## src/rtl/instruction_fetch_queue_if.sv

```systemverilog
// Handshake bundle between fetch, the instruction fetch queue and execute.
// The queue uses the slave modport; the surrounding pipeline uses master.
interface instruction_fetch_queue_if #(
   parameter int DEPTH = 4,
   parameter int PC_W  = 32,
   parameter int ID_W  = 8
);
   localparam int CNT_W = $clog2(DEPTH) + 1;

   logic             in_valid;
   logic             in_ready;
   logic [31:0]      in_data;
   logic [PC_W-1:0]  in_pc;
   logic             flush;
   logic             out_valid;
   logic             out_ready;
   logic [31:0]      out_ir;
   logic [PC_W-1:0]  out_pc;
   logic [ID_W-1:0]  out_id;
   logic             out_illegal;
   logic [CNT_W-1:0] count;

   modport slave (
      input  in_valid, in_data, in_pc, flush, out_ready,
      output in_ready, out_valid, out_ir, out_pc, out_id, out_illegal, count
   );

   modport master (
      output in_valid, in_data, in_pc, flush, out_ready,
      input  in_ready, out_valid, out_ir, out_pc, out_id, out_illegal, count
   );
endinterface

```

## src/rtl/instruction_fetch_queue.sv

```systemverilog
// DEPTH-entry fetch queue that decodes RV32 words to instruction IDs at enqueue.
// Optional macro INSTRUCTION_FETCH_QUEUE_RV32M_EN enables decode of the M extension (IDs 10-17).
module instruction_fetch_queue #(
   parameter int DEPTH = 4,
   parameter int PC_W  = 32,
   parameter int ID_W  = 8
) (
   input  logic                          clk,
   input  logic                          rst_n,
   instruction_fetch_queue_if.slave      bus
);
   localparam int PTR_W = $clog2(DEPTH);
   localparam int CNT_W = PTR_W + 1;

   // Map one instruction word to its 8-bit ID; 255 marks anything unsupported.
   function automatic logic [7:0] decode_id(input logic [31:0] w);
      logic [6:0] op;
      logic [2:0] f3;
      logic [6:0] f7;
      logic [7:0] id;
      op = w[6:0];
      f3 = w[14:12];
      f7 = w[31:25];
      id = 8'd255;
      case (op)
         7'b0110011: begin
            case (f7)
               7'b0000000: begin
                  case (f3)
                     3'b000:  id = 8'd0;
                     3'b001:  id = 8'd2;
                     3'b010:  id = 8'd3;
                     3'b011:  id = 8'd4;
                     3'b100:  id = 8'd5;
                     3'b101:  id = 8'd6;
                     3'b110:  id = 8'd8;
                     3'b111:  id = 8'd9;
                     default: id = 8'd255;
                  endcase
               end
               7'b0100000: begin
                  case (f3)
                     3'b000:  id = 8'd1;
                     3'b101:  id = 8'd7;
                     default: id = 8'd255;
                  endcase
               end
`ifdef INSTRUCTION_FETCH_QUEUE_RV32M_EN
               7'b0000001: id = 8'd10 + {5'd0, f3};
`else
               7'b0000001: id = 8'd255;
`endif
               default: id = 8'd255;
            endcase
         end
         7'b0010011: begin
            case (f3)
               3'b000:  id = 8'd18;
               3'b010:  id = 8'd19;
               3'b011:  id = 8'd20;
               3'b100:  id = 8'd21;
               3'b110:  id = 8'd22;
               3'b111:  id = 8'd23;
               3'b001:  id = (f7 == 7'b0000000) ? 8'd24 : 8'd255;
               3'b101: begin
                  case (f7)
                     7'b0000000: id = 8'd25;
                     7'b0100000: id = 8'd26;
                     default:    id = 8'd255;
                  endcase
               end
               default: id = 8'd255;
            endcase
         end
         7'b0000011: begin
            case (f3)
               3'b000:  id = 8'd27;
               3'b001:  id = 8'd28;
               3'b010:  id = 8'd29;
               3'b100:  id = 8'd30;
               3'b101:  id = 8'd31;
               default: id = 8'd255;
            endcase
         end
         7'b0100011: begin
            case (f3)
               3'b000:  id = 8'd32;
               3'b001:  id = 8'd33;
               3'b010:  id = 8'd34;
               default: id = 8'd255;
            endcase
         end
         7'b1100011: begin
            case (f3)
               3'b000:  id = 8'd35;
               3'b001:  id = 8'd36;
               3'b100:  id = 8'd37;
               3'b101:  id = 8'd38;
               3'b110:  id = 8'd39;
               3'b111:  id = 8'd40;
               default: id = 8'd255;
            endcase
         end
         7'b1101111: id = 8'd41;
         7'b1100111: id = (f3 == 3'b000) ? 8'd42 : 8'd255;
         7'b0110111: id = 8'd43;
         7'b0010111: id = 8'd44;
         default:    id = 8'd255;
      endcase
      return id;
   endfunction

   logic [31:0]      mem_ir_r [DEPTH];
   logic [PC_W-1:0]  mem_pc_r [DEPTH];
   logic [ID_W-1:0]  mem_id_r [DEPTH];
   logic [PTR_W-1:0] rd_ptr_r;
   logic [PTR_W-1:0] wr_ptr_r;
   logic [CNT_W-1:0] count_r;
   logic             in_ready_s;
   logic             out_valid_s;
   logic             push_s;
   logic             pop_s;
   logic [ID_W-1:0]  in_id_s;
   logic [ID_W-1:0]  head_id_s;

   // Handshake qualifiers; no full-bypass, so a full queue never accepts.
   always_comb begin
      in_ready_s  = (count_r != CNT_W'(DEPTH));
      out_valid_s = (count_r != {CNT_W{1'b0}});
      push_s      = bus.in_valid & in_ready_s;
      pop_s       = out_valid_s & bus.out_ready;
      in_id_s     = ID_W'(decode_id(bus.in_data));
      head_id_s   = mem_id_r[rd_ptr_r];
   end

   // Pointer and occupancy bookkeeping; flush outranks any push or pop.
   always_ff @(posedge clk or negedge rst_n) begin
      if (!rst_n) begin
         rd_ptr_r <= {PTR_W{1'b0}};
         wr_ptr_r <= {PTR_W{1'b0}};
         count_r  <= {CNT_W{1'b0}};
      end else if (bus.flush) begin
         rd_ptr_r <= {PTR_W{1'b0}};
         wr_ptr_r <= {PTR_W{1'b0}};
         count_r  <= {CNT_W{1'b0}};
      end else begin
         if (push_s) begin
            wr_ptr_r <= wr_ptr_r + PTR_W'(1);
         end
         if (pop_s) begin
            rd_ptr_r <= rd_ptr_r + PTR_W'(1);
         end
         case ({push_s, pop_s})
            2'b10:   count_r <= count_r + CNT_W'(1);
            2'b01:   count_r <= count_r - CNT_W'(1);
            default: count_r <= count_r;
         endcase
      end
   end

   // Entry storage; contents are meaningless outside the occupied window.
   always_ff @(posedge clk) begin
      if (push_s && !bus.flush) begin
         mem_ir_r[wr_ptr_r] <= bus.in_data;
         mem_pc_r[wr_ptr_r] <= bus.in_pc;
         mem_id_r[wr_ptr_r] <= in_id_s;
      end
   end

   // Head presentation, zeroed whenever nothing is valid.
   always_comb begin
      bus.in_ready  = in_ready_s;
      bus.out_valid = out_valid_s;
      bus.count     = count_r;
      if (out_valid_s) begin
         bus.out_ir      = mem_ir_r[rd_ptr_r];
         bus.out_pc      = mem_pc_r[rd_ptr_r];
         bus.out_id      = head_id_s;
         bus.out_illegal = (head_id_s == ID_W'(255));
      end else begin
         bus.out_ir      = 32'd0;
         bus.out_pc      = {PC_W{1'b0}};
         bus.out_id      = {ID_W{1'b0}};
         bus.out_illegal = 1'b0;
      end
   end
endmodule

```

## src/flat_wrapper.sv

```systemverilog
// flat-port wrapper written by rule: the top's interface ports become plain ports
module instruction_fetch_queue_flat 
#(
   parameter int DEPTH = 4,
   parameter int PC_W  = 32,
   parameter int ID_W  = 8
)
  (clk, rst_n, bus_in_valid, bus_in_data, bus_in_pc, bus_flush, bus_out_ready, bus_in_ready, bus_out_valid, bus_out_ir, bus_out_pc, bus_out_id, bus_out_illegal, bus_count);
  instruction_fetch_queue_if #(.DEPTH(DEPTH), .PC_W(PC_W), .ID_W(ID_W)) bus_i ();
  input  logic clk;
  input  logic rst_n;
  input wire logic [$bits(bus_i.in_valid)-1:0] bus_in_valid;
  input wire logic [$bits(bus_i.in_data)-1:0] bus_in_data;
  input wire logic [$bits(bus_i.in_pc)-1:0] bus_in_pc;
  input wire logic [$bits(bus_i.flush)-1:0] bus_flush;
  input wire logic [$bits(bus_i.out_ready)-1:0] bus_out_ready;
  output wire logic [$bits(bus_i.in_ready)-1:0] bus_in_ready;
  output wire logic [$bits(bus_i.out_valid)-1:0] bus_out_valid;
  output wire logic [$bits(bus_i.out_ir)-1:0] bus_out_ir;
  output wire logic [$bits(bus_i.out_pc)-1:0] bus_out_pc;
  output wire logic [$bits(bus_i.out_id)-1:0] bus_out_id;
  output wire logic [$bits(bus_i.out_illegal)-1:0] bus_out_illegal;
  output wire logic [$bits(bus_i.count)-1:0] bus_count;
  assign bus_i.in_valid = bus_in_valid;
  assign bus_i.in_data = bus_in_data;
  assign bus_i.in_pc = bus_in_pc;
  assign bus_i.flush = bus_flush;
  assign bus_i.out_ready = bus_out_ready;
  assign bus_in_ready = bus_i.in_ready;
  assign bus_out_valid = bus_i.out_valid;
  assign bus_out_ir = bus_i.out_ir;
  assign bus_out_pc = bus_i.out_pc;
  assign bus_out_id = bus_i.out_id;
  assign bus_out_illegal = bus_i.out_illegal;
  assign bus_count = bus_i.count;
  instruction_fetch_queue #(.DEPTH(DEPTH), .PC_W(PC_W), .ID_W(ID_W)) u_core (.clk(clk), .rst_n(rst_n), .bus(bus_i));
endmodule
```

## config.mk

```make
export PLATFORM = sky130hd
export DESIGN_NAME = instruction_fetch_queue_flat
export DESIGN_NICKNAME = d
export VERILOG_FILES = /design/src/rtl/instruction_fetch_queue_if.sv /design/src/rtl/instruction_fetch_queue.sv /design/src/flat_wrapper.sv
export SDC_FILE = /design/constraint.sdc
export NUM_CORES = 1
export LEC_CHECK = 0
export ABC_CLOCK_PERIOD_IN_PS = 4300
export CORE_MARGIN = 4
export CORE_UTILIZATION = 55
export CTS_CLUSTER_SIZE = 40
export DETAILED_ROUTE_END_ITERATION = 8
export PLACE_DENSITY = 0.75
export SLEW_MARGIN = 20
export SYNTH_ARGS = -nofsm -noshare
export SYNTH_HDL_FRONTEND = slang
export SYNTH_SLANG_ARGS = --single-unit
```

## constraint.sdc

```tcl
create_clock -name clk -period 4.3 [get_ports clk]
set_input_delay 1.075 -clock clk [delete_from_list [all_inputs] [get_ports clk]]
set_output_delay 1.075 -clock clk [all_outputs]
set_load 0.005 [all_outputs]
```

==> Word-level counts from Yosys, hierarchy flattened <==
Memory sizes are Yosys's and may differ from the RTL's.
Index checks and enable logic that the tools add are counted.
{ "totals": {"ff_bits": 7, "mem_bits_rw": 288, "rom_bits": 32, "in_bits": 69, "out_inout_bits": 78, "word_cells": 64, "mem_count": 4} }
{ "mem_list": {"columns": ["name", "words", "width", "read_ports", "rd_ports_with_merged_regs", "write_ports", "line", "text"], "rows": [
  ["u_core.mem_ir_r", 4, 32, 1, 0, 1, "instruction_fetch_queue.sv:113", "logic [31:0] mem_ir_r [DEPTH];"],
  ["u_core.mem_pc_r", 4, 32, 1, 0, 1, "instruction_fetch_queue.sv:114", "logic [PC_W-1:0] mem_pc_r [DEPTH];"],
  ["(no name shown)", 8, 4, 1, 0, 0, "instruction_fetch_queue.sv:29", "case (f3)"],
  ["u_core.mem_id_r", 4, 8, 1, 0, 1, "instruction_fetch_queue.sv:115", "logic [ID_W-1:0] mem_id_r [DEPTH];"]
]} }
{ "op_classes": {"add_sub_neg": 4, "eq_ne": 21, "n_mux": 22, "bitwise_logic": 2, "reduce_logical": 8} }
{ "op_table": {"columns": ["op", "n"], "rows": [
  ["8-bit case mux with 9 select lines", 1],
  ["32-bit two-way mux", 2],
  ["8-bit case mux with 8 select lines", 1],
  ["8-bit case mux with 2 select lines", 3],
  ["8-bit case mux with 6 select lines", 1],
  ["8-bit case mux with 5 select lines", 1],
  ["7-bit by 6-bit equality test with 1-bit output (second input constant)", 4],
  ["8-bit two-way mux", 3],
  ["8-bit case mux with 3 select lines", 1],
  ["7-bit equality test (second input constant)", 3],
  ["7-bit by 5-bit equality test with 1-bit output (second input constant)", 2],
  ["3-bit equality test (second input constant)", 4],
  ["8-bit equality test (second input constant)", 1],
  ["2-bit two-way mux", 4],
  ["7-bit by 2-bit equality test with 1-bit output (second input constant)", 1],
  ["7-bit logical NOT", 1],
  ["3-bit by 2-bit equality test with 1-bit output (second input constant)", 2],
  ["3-bit case mux with 2 select lines", 1],
  ["3-bit nonzero test", 2],
  ["2-bit by 1-bit adder with 2-bit output (second input constant)", 2],
  ["2-bit nonzero test", 2],
  ["3-bit by 1-bit adder with 3-bit output (second input constant)", 1],
  ["3-bit by 1-bit equality test with 1-bit output (second input constant)", 1],
  ["3-bit logical NOT", 1],
  ["other kinds (9)", 12]
]} }

==> Logic depth before layout (Yosys ltp) <==
{ "logic_depth": {"depth_word": 5, "ltp_mapped": 8, "depth_no_buf": 7} }

==> Worst setup path after synthesis <==
No wires, ideal clock.
{ "synth_timing": {"path_kind": "input to register", "from": "input port bus_flush", "to": "memory u_core.mem_id_r[0][0], enable pin", "setup_time_ns": 0.437, "t_arrival_ns": 3.093, "required_time_ns": 3.863, "path_slack_ns": 0.770, "cell_stages": 3, "n_path_buf": 1, "path_cell_list": "clkbuf_1 > nor2_1 > and2_1"} }
{ "synth_via": {"elab_chain_cells": 4} }
{ "synth_lines": {"columns": ["item", "line", "text"], "rows": [
  ["start, declared", "flat_wrapper.sv:15", "input wire logic [$bits(bus_i.flush)-1:0] bus_flush;"],
  ["1-bit logical NOT", "instruction_fetch_queue.sv:163", "if (push_s && !bus.flush) begin"],
  ["1-bit logical AND", "instruction_fetch_queue.sv:163", null],
  ["1-bit two-way mux", "instruction_fetch_queue.sv:163", null],
  ["1-bit two-way mux (not written as such)", "instruction_fetch_queue.sv:166", "mem_id_r[wr_ptr_r] <= in_id_s;"],
  ["end, declared", "instruction_fetch_queue.sv:115", null]
]} }
No other way between the ends.

==> Final worst setup path <==
{ "layout_timing": {"from": "register u_core.count_r[1], in the netlist u_core.bus.count[1]", "to": "output port bus_out_pc[7]"} }
{ "layout_via": {"elab_chain_cells": 2} }
{ "layout_lines": {"columns": ["item", "line", "text"], "rows": [
  ["start, declared", "instruction_fetch_queue.sv:118", "logic [CNT_W-1:0] count_r;"],
  ["start signal, assigned", "instruction_fetch_queue.sv:141", "count_r <= {CNT_W{1'b0}};"],
  ["start signal, assigned", "instruction_fetch_queue.sv:145", "count_r <= {CNT_W{1'b0}};"],
  ["start signal, assigned", "instruction_fetch_queue.sv:154", "2'b10: count_r <= count_r + CNT_W'(1);"],
  ["3-bit nonzero test", "instruction_fetch_queue.sv:129", "out_valid_s = (count_r != {CNT_W{1'b0}});"],
  ["32-bit two-way mux", "instruction_fetch_queue.sv:175", "if (out_valid_s) begin"],
  ["end, declared", "flat_wrapper.sv:20", "output wire logic [$bits(bus_i.out_pc)-1:0] bus_out_pc;"]
]} }
No other way between the ends.

==> results by group <==
Run status
  – Run status: finished, final reports clean

CTS
  – Clock root buffer: clkbuf_16
  – Maximum clock path buffer count: 3
  – Hold_buf cts: 0
  – PostCTS Resize Cnt: 0
  – CTS Buf Count: 30
  – Worst skew pair latency: ~0.53 ns
  – # clock sinks: roughly 290
  – Clock H-tree levels: 1
  – Reg clk slew, reported paths: around 0.06 ns
  – Postcts setup bufs: 0
  – TritonCTS clock tree: yes

Yosys
  – Syn avg cell area: roughly 19 um^2
  – Top_reg_cell synth: edfxtp_1
  – Yosys reg bits: ~290
  – Number of synthesized flops with an enable pin: between 200 and 300
  – Yosys warning count: 0
  – Mapped Area: 11900 um^2
  – Syn Nets: between 700 and 800
  – Yosys cell types: 55
  – Ys async rst share: 0.0241
  – Mapped Cells: 629
  – Register area share after synthesis: 0.731

Job
  – Max-cap violations: 0

Timing
  – Clock skew: approximately 0.0094 ns
  – Fin. max-slew vios: 0
  – Fin crit period: between 3 and 4 ns
  – Final setup fails: 0
  – Measured slew at the worst slew-check pin: 0.781 ns
  – Unrepaired setup endpoints after global routing: false
  – Fmax achieved: 0.252 GHz
  – Relative slew margins: 0.479
  – Final WS setup: 0.333 ns
  – Setup TNS: 0 ns
  – Period utilisation layout: 0.923
  – Hold Violations, Final: 0

Global route
  – Vias in the first global route: 6933
  – GR Overflow Total: 0
  – Gr usage total: 0.198
  – Initial antenna violation count: 0
  – First-pass GRT wire length: around 38 mm
  – Largest net degree at the start of global routing: 45

Placed design
  – Placed wire-length estimate: 14.8 mm
  – Gp weighted congestion: 0.928
  – # port buffers: about 150
  – Post-Place Setup Slack: 0.615 ns
  – Placed Area: between 10000 and 15000 um^2

Worst setup path
  – CP Buf/Inv Count: 2
  – Startpoint Class: register
  – Worst path slowest cell: or3_2
  – CP Capture Type: primary output
  – Max incr delay on CP: between 0.8 and 0.9 ns
  – Critical path class: register to primary output
  – Crit path required time: 3.22 ns
  – Worst path arrival time: ~2.9 ns
  – Worst-path cell chain: or3_2 -> buf_4 -> and2_1 -> clkdlybuf4s50_1
  – Critical path's top delay family: simple AND/OR/NAND/NOR gates
  – Critical Path Fanout Max: 44

Die
  – I/O Pins: 147
  – Die X: approximately 160 um
  – Die area: ~24000 um^2
  – Row count: 53
  – Die Span Y: 155 um
  – Initial core utilization: 0.563
  – Core Area: about 21000 um^2

Detailed routing
  – Final ANT Viol Nets: 0
  – Starting DRT DRC Count: 387
  – DR WL/cell: roughly 22 um
  – Vias per inst: 5.86
  – # DRC: 0
  – DRT Pass-1 Iters: 5
  – Drt total wl: roughly 24 mm
  – Via count: 6348

Cells and area
  – N_diodes: 0
  – Layout Nets: 862
  – Area growth, synth to finish: 24.3%
  – Area of the multi-input gates: 3030 um^2
  – Sequential Area: between 8000 and 9000 um^2
  – FILL cells: ~1400
  – Share of cells above drive strength 1: 0.181
  – Fin area: 14800 um^2

Pwr
  – Leakage power: 4.74 nW
  – PwrDens: ~580 nW/um^2
  – Peak VDD IR: 0.400 mV

Hold path
  – Hold Path Class: register to register
area by class of cell:
type | instances | share of cell area
flip-flops and latches | 291 | 0.589
well taps | 275 | 0.0232
inverters | 9 | 0.00228
clock inverters | 24 | 0.0178
clock buffers | 32 | 0.0527
repair buffers | 159 | 0.110
multi-input cells | 293 | 0.205
logic make-up after synthesis:
group | Yosys count | synth area share
DFF | 291 | 0.731
and+or+nand+nor | 162 | 0.0793
muxes | 72 | 0.135
AOI/OAI and AO/OA | 45 | 0.0256
buffers and inverters | 45 | 0.0154
adders and majority gates | 9 | 0.0101
xor gates and xnor gates | 5 | 0.00368
flip-flops by register name, summed over array words and instances (netlist names):
| register | count |
|---|---|
| u_core.mem_id_r | 28 |
| u_core.mem_ir_r | 128 |
| u_core.wr_ptr_r | 2 |
| u_core.mem_pc_r | 128 |
| u_core.bus.count | 3 |
| u_core.rd_ptr_r | 2 |
worst reg2reg max path, cell delays in order (launching register included):
cell and delay [ns]:
dfrtp_1 0.43, or3b_2 0.28, nand2_1 0.11, nor2_1 0.23, and2_4 0.59, buf_12 0.31
per-layer routing:
| metal | wire (um) | vias up | global-route usage |
|---|---|---|---|
| met4 | 357 | 0 | 0.0454 |
| li1 | - | 2839 | - |
| met5 | 0 | - | 0 |
| met2 | 12500 | 209 | 0.352 |
| met3 | 1470 | 31 | 0.0373 |
| met1 | 9540 | 3269 | 0.257 |
cell usage in the layout, fill, tap and decap left out, drive strengths merged, types with 13 or more instances in the layout:
master,n
clkbuf,32
edfxtp,284
buf,13
a21oi,13
clkinv,18
and2,76
clkdlybuf4s50,146
nor2,23
nand2,13
mux4,71
final timing paths:
check                           slack (ns)                     to                start  depth (start not counted)
worst max-delay path                  0.33          bus_out_pc[7]  u_core.bus.count[1]                          4
worst min-delay path                  0.58     u_core.wr_ptr_r[1]   u_core.wr_ptr_r[1]                          2
worst min register to register        0.58     u_core.wr_ptr_r[1]   u_core.wr_ptr_r[1]                          2
min in group asynchronous             0.81     u_core.rd_ptr_r[1]                rst_n                          1
max in group asynchronous             3.21     u_core.rd_ptr_r[0]                rst_n                          1
worst max register to register        1.99  u_core.mem_ir_r[2][8]  u_core.bus.count[2]                          5
through the flow:
stage,total power [mW],util,hold slack [ns],instances
after floorplan,4.69,-,0.543,629
after global placement,5.97,0.650,0.551,1027
after detailed placement,6.01,0.650,0.572,1027
after CTS,8.70,0.700,0.580,1083
after global routing,8.98,0.700,0.617,1083
final,8.58,0.700,0.581,1083
synth_stat cells (2+ instances only):
cell,instances,share of area
a31oi_1,3,0.0016
o31ai_1,3,0.0019
and3_1,3,0.0016
nand4_1,5,0.0026
nor3_1,10,0.0042
o21ai_0,7,0.0029
xor2_1,2,0.0015
o21bai_1,2,0.0013
buf_1,2,0.00063
o2111ai_1,2,0.0015
o21ai_1,2,0.00084
nor2b_1,5,0.0026
nor2_1,23,0.0072
nand2_1,13,0.0041
edfxtp_1,284,0.72
nand3_1,10,0.0042
a21oi_1,13,0.0055
dfrtp_1,7,0.015
or2_2,2,0.0011
inv_1,9,0.0028
xnor2_1,3,0.0022
nor3b_1,3,0.0019
or3_1,2,0.0011
and2_1,76,0.040
clkbuf_1,24,0.0076
ha_1,8,0.0084
mux4_2,71,0.13
buf_2,8,0.0034
where the power goes:
| group | internal (mW) | switching (mW) | leakage [nW] |
|---|---|---|---|
| clock network | 1.66 | 1.01 | 0.518 |
| logic | 1.46 | 1.01 | 1.57 |
| registers | 3.32 | 0.117 | 2.65 |
Power figures use the tool's default switching activity.
